File: config.mk
export PLATFORM = sky130hd
export DESIGN_NAME = times_table_axil_reader_flat
export DESIGN_NICKNAME = d
export VERILOG_FILES = /design/src/rtl/times_table_axil_reader_pkg.sv /design/src/rtl/times_table_axil_reader_if.sv /design/src/rtl/times_table_axil_reader.sv /design/src/flat_wrapper.sv
export SDC_FILE = /design/constraint.sdc
export NUM_CORES = 1
export LEC_CHECK = 0
export BUFFER_PORTS_ARGS = -buffer_cell sky130_fd_sc_hd__buf_2
export CORE_AREA = 4 4 74 56
export DETAILED_ROUTE_END_ITERATION = 16
export DIE_AREA = 0 0 78 60
export PLACE_DENSITY = 0.83
export SYNTH_ARGS = -nofsm -noshare
export SYNTH_HDL_FRONTEND = slang
export SYNTH_SLANG_ARGS = --single-unit
File: constraint.sdc
create_clock -name clk -period 7.4 [get_ports clk]
set_clock_uncertainty 0.2 [all_clocks]
set_input_delay 0.37 -clock clk [delete_from_list [all_inputs] [get_ports clk]]
set_output_delay 0.37 -clock clk [all_outputs]
set_load 0.05 [all_outputs]
File: src/rtl/times_table_axil_reader_pkg.sv
// Shared types and constants for the times-table AXI4-Lite read initiator.
// Holds the FSM state encoding, table geometry and the product/offset helpers.
package times_table_axil_reader_pkg;

  typedef enum logic [1:0] {
    S_IDLE = 2'd0,
    S_AR   = 2'd1,
    S_R    = 2'd2
  } state_t;

  localparam logic [1:0] RESP_OKAY     = 2'b00;
  localparam int         TABLE_ENTRIES = 64;
  localparam int         A_W           = 3;
  localparam int         R_W           = 6;

  // 3x3 unsigned product; max 7*7=49 always fits in 6 bits.
  function automatic logic [R_W-1:0] product(input logic [A_W-1:0] x, input logic [A_W-1:0] y);
    return R_W'(x) * R_W'(y);
  endfunction

  // Byte offset of entry {x,y} inside the word-addressed table.
  function automatic logic [31:0] entry_offset(input logic [A_W-1:0] x, input logic [A_W-1:0] y);
    logic [$clog2(TABLE_ENTRIES)-1:0] idx;
    idx = {x, y};
    return {24'b0, idx, 2'b00};
  endfunction

endpackage

File: src/rtl/times_table_axil_reader_if.sv
// AXI4-Lite read-channel bundle (AR + R) between the reader and its responder.
interface times_table_axil_reader_if;

  logic [31:0] araddr;
  logic [2:0]  arprot;
  logic        arvalid;
  logic        arready;
  logic [31:0] rdata;
  logic [1:0]  rresp;
  logic        rvalid;
  logic        rready;

  modport master (
    output araddr, arprot, arvalid, rready,
    input  arready, rdata, rresp, rvalid
  );

  modport slave (
    input  araddr, arprot, arvalid, rready,
    output arready, rdata, rresp, rvalid
  );

endinterface

File: src/rtl/times_table_axil_reader.sv
// AXI4-Lite read initiator: turns a level "enable" with operands a,b into a single
// outstanding read of the product table and returns the 6-bit product as result.
module times_table_axil_reader
  import times_table_axil_reader_pkg::*;
#(
  parameter logic [31:0] BASE_ADDR = 32'h0000_0000,
  parameter int          TIMEOUT   = 16,
  parameter bit          CHECK_EN  = 1'b1
) (
  input  logic                clk,
  input  logic                rst,
  input  logic [A_W-1:0]      a,
  input  logic [A_W-1:0]      b,
  input  logic                enable,
  output logic [R_W-1:0]      result,
  output logic                result_valid,
  output logic                busy,
  output logic                err,
  times_table_axil_reader_if.master m
);

  localparam int TMR_W = $clog2(TIMEOUT + 1);

  state_t           state_reg;
  logic [A_W-1:0]   a_reg;
  logic [A_W-1:0]   b_reg;
  logic [TMR_W-1:0] timer_reg;
  logic             timer_sat;
  logic             timer_hit;
  logic [R_W-1:0]   rdata_low;
  logic             unused_rdata;

  assign m.arprot     = 3'b000;
  assign timer_sat    = (timer_reg == TMR_W'(TIMEOUT));
  assign timer_hit    = (timer_reg == TMR_W'(TIMEOUT - 1));
  assign rdata_low    = m.rdata[R_W-1:0];
  assign unused_rdata = ^m.rdata[31:R_W];

  always_ff @(posedge clk or negedge rst) begin
    if (!rst) begin
      state_reg    <= S_IDLE;
      a_reg        <= '0;
      b_reg        <= '0;
      timer_reg    <= '0;
      result       <= '0;
      result_valid <= 1'b0;
      busy         <= 1'b0;
      err          <= 1'b0;
      m.araddr     <= BASE_ADDR;
      m.arvalid    <= 1'b0;
      m.rready     <= 1'b0;
    end else begin
      result_valid <= 1'b0;

      // Wait-time watchdog: flags err once but never aborts the transfer.
      // State entries below reset the counter by overriding this update.
      if (state_reg != S_IDLE) begin
        if (!timer_sat) timer_reg <= timer_reg + 1'b1;
        if (timer_hit)  err       <= 1'b1;
      end

      unique case (state_reg)
        S_IDLE: begin
          if (enable) begin
            a_reg     <= a;
            b_reg     <= b;
            m.araddr  <= BASE_ADDR + entry_offset(a, b);
            m.arvalid <= 1'b1;
            busy      <= 1'b1;
            timer_reg <= '0;
            state_reg <= S_AR;
          end
        end

        S_AR: begin
          if (m.arready) begin
            m.arvalid <= 1'b0;
            m.rready  <= 1'b1;
            timer_reg <= '0;
            state_reg <= S_R;
          end
        end

        S_R: begin
          if (m.rvalid) begin
            result       <= rdata_low;
            result_valid <= 1'b1;
            m.rready     <= 1'b0;
            busy         <= 1'b0;
            state_reg    <= S_IDLE;
            if (m.rresp != RESP_OKAY) err <= 1'b1;
            if (CHECK_EN && (rdata_low != product(a_reg, b_reg))) err <= 1'b1;
          end
        end

        default: begin
          state_reg <= S_IDLE;
        end
      endcase
    end
  end

endmodule
File: src/flat_wrapper.sv
// flat-port wrapper written by rule: the top's interface ports become plain ports
module times_table_axil_reader_flat import times_table_axil_reader_pkg::*;
#(
  parameter logic [31:0] BASE_ADDR = 32'h0000_0000,
  parameter int          TIMEOUT   = 16,
  parameter bit          CHECK_EN  = 1'b1
)
  (clk, rst, a, b, enable, result, result_valid, busy, err, m_araddr, m_arprot, m_arvalid, m_rready, m_arready, m_rdata, m_rresp, m_rvalid);
  times_table_axil_reader_if m_i ();
  input  logic clk;
  input  logic rst;
  input  logic [A_W-1:0] a;
  input  logic [A_W-1:0] b;
  input  logic enable;
  output logic [R_W-1:0] result;
  output logic result_valid;
  output logic busy;
  output logic err;
  output wire logic [$bits(m_i.araddr)-1:0] m_araddr;
  output wire logic [$bits(m_i.arprot)-1:0] m_arprot;
  output wire logic [$bits(m_i.arvalid)-1:0] m_arvalid;
  output wire logic [$bits(m_i.rready)-1:0] m_rready;
  input wire logic [$bits(m_i.arready)-1:0] m_arready;
  input wire logic [$bits(m_i.rdata)-1:0] m_rdata;
  input wire logic [$bits(m_i.rresp)-1:0] m_rresp;
  input wire logic [$bits(m_i.rvalid)-1:0] m_rvalid;
  assign m_araddr = m_i.araddr;
  assign m_arprot = m_i.arprot;
  assign m_arvalid = m_i.arvalid;
  assign m_rready = m_i.rready;
  assign m_i.arready = m_arready;
  assign m_i.rdata = m_rdata;
  assign m_i.rresp = m_rresp;
  assign m_i.rvalid = m_rvalid;
  times_table_axil_reader #(.BASE_ADDR(BASE_ADDR), .TIMEOUT(TIMEOUT), .CHECK_EN(CHECK_EN)) u_core (.clk(clk), .rst(rst), .a(a), .b(b), .enable(enable), .result(result), .result_valid(result_valid), .busy(busy), .err(err), .m(m_i));
endmodule
==> flow_summary.ini <==
[power]
ir_worst_vdd_v = 0.0002525
finalPower_uw = 805.8
powerDensity_nw_per_um2 = 463.0
p_leak_uw = 0.0008994

[synthesis]
synth_area_leader_cell = dfrtp_1
synth.top_cells.by_count = buf_4, nand2_1, dfrtp_1
synth-edff-count = 0
syn_area_um2 = 1550
synth.area.top_cells = dfrtp_1, buf_4, ha_1
ys_seq_elements = 24
synth_cell_type_count = 36
synthFlopType = dfrtp_1
synth.top_cell.area_share_pct = 38.74
yosysWarnings = 0
async_reset_ff_share_pct = 100.0
syn_inst = 163
synth.most_common_cell = buf_4
avgSynthCellArea_um2 = 9.511
seq_area_frac_synth_pct = 38.74

[cts]
root_buffer = clkbuf_8
post_cts_resized = 0
cts.clk_slew.worst_paths_ps = 90
post_cts_buffers = 0
cts_buffers = 3
hold_buffers = 1
clk_path_buf_depth = 2
htreeDepth = 1
cts_tree = yes
clk_latency_ps = 270
clock-sinks = 24

[place]
post-place-ws_ps = 4686
portBuffers = 35
hpwlAfterDp_um = 2310
gp_congestion = 0.7863

[floorplan]
die_area_um2 = 4680
row_count = 18
core_area_um2 = 3401
die_h_um = 60
start_util_pct = 45.58
chipWidth_um = 78
io_pins = 91

[sta]
finalHoldViolCount = 0
period_needed_ps = 2722
rsz0062_at_grt = no
setup_viol = 0
clock.fmax_ghz = 0.3673
worst_pin_slew_ps = 528.5
fin_tns_setup_ps = 0
max-slew-margin-rel_pct = 64.77
fin_ws_ps = 4678
worst_hold_slack_ps = 126.0
post-route-period-util_pct = 36.79
slew_viol_final = 0

[layout]
multi_input_area_um2 = 774.5
synthToLayoutAreaGrowth_pct = 12.27
final_nets = 256
largest_reg_flops = 6
fillers = 314
n_antenna_cell = 0
seq_area_um2 = 600.6
layout-drive-gt1-share_pct = 25.00

[global_routing]
antenna_found_initial = 0
grt_max_degree = 25
first_global_vias = 919
grt.total_usage_pct = 11.36
gr-total-overflow = 0
grt_pass1_wl_um = 4167

[worst_setup_path]
worst-setup-path-type = reg2reg
reg2reg_from = u_core.m.araddr[4]
reg2reg_depth = 9
cp-start-kind = flop
r2r_end = u_core.err
worstSetupEndpoint = u_core.err
cp-end-kind = flop
startpoint = u_core.m.araddr[4]
path_max_fanout = 5
cp.arrival_ps = 2680
crit_required_ps = 7350
rrSetupSlack_ps = 4680

[routing]
routed_via_density = 4.320
drt_first_pass_iters = 4
postRouteAntennaNets = 0
drtIter0Drc = 19
drcViolationCount = 0
num_vias = 1080
wl_per_cell_um = 11.16
postRouteWirelength_um = 2791

[hold_path]
min_path_type = in2reg

[status]
outcome = complete, no violations

[run]
drv_cap = 0
worst min path at each step:
stage               startpoint             endpoint  depth (start not counted)
CTS                 m_rdata[2]     u_core.result[2]                          3
floorplan                  rst      u_core.a_reg[0]                          0
global placement           rst  u_core.result_valid                          1
global route        m_rdata[2]     u_core.result[2]                          3
detailed placement         rst  u_core.result_valid                          1
finish              m_rdata[2]     u_core.result[2]                          3
power by group:
group          internal [µW]  leakage [µW]  switching (µW)
sequential               182      0.000289            48.3
clock                   72.3     0.0000357            41.6
combinational            148      0.000575             313
total                    402      0.000899             403
per-stage QoR:
stage | cells | utilization [%] | cell area [µm²]
after detailed placement | 245 | 48.79 | 1659
after floorplan | 191 | - | 1655
after CTS | 250 | 51.18 | 1740
after global placement | 245 | 48.79 | 1659
final | 250 | 51.18 | 1740
after global routing | 250 | 51.18 | 1740
layout by cell type (no fill, tap or decap), types with 3 or more instances in the layout:
| cell type | instances |
|---|---|
| xnor2_1 | 4 |
| ha_1 | 8 |
| clkbuf_8 | 3 |
| buf_2 | 35 |
| and2_1 | 8 |
| mux2_2 | 6 |
| xor2_1 | 3 |
| nand2b_1 | 3 |
| inv_1 | 9 |
| o21ai_0 | 5 |
| a21oi_1 | 7 |
| conb_1 | 29 |
| nand2_1 | 26 |
| dfrtp_1 | 24 |
logic make-up after synthesis:
kind of cell / share of synthesized area [%]
AO/OA/AOI/OAI: 9.040
XOR/XNOR: 3.955
adder cells (fa/ha/maj): 9.040
buffers and inverters: 18.08
flip-flops: 38.74
multiplexers: 5.004
other: 0.2419
AND/OR/NAND/NOR: 15.90
area by class of cell:
class / instances / share of cell area, %
Sequential cell: 24 / 34.51
Clock buffer: 3 / 2.372
Timing Repair Buffer: 36 / 10.64
Tap cell: 50 / 3.595
Inverter: 11 / 2.660
Clock inverter: 1 / 1.725
Multi-Input combinational cell: 125 / 44.50
worst max-delay path, cell delays in order, from the launching register on:
cell	delay, ps
dfrtp_1	420
and2_1	190
fa_1	540
ha_1	160
inv_1	50
fa_1	370
xnor2_1	190
xnor2_1	130
nand4_1	110
o31a_1	240
metal layers:
metal | vias to the layer above | wire (µm) | track usage (%)
met5 | - | 0 | 0
met4 | 0 | 8 | 1.496
met3 | 2 | 200 | 4.217
met2 | 35 | 1267 | 17.93
met1 | 494 | 1315 | 15.44
li1 | 549 | - | -
Note: power is estimated with default switching activity, not from simulation.
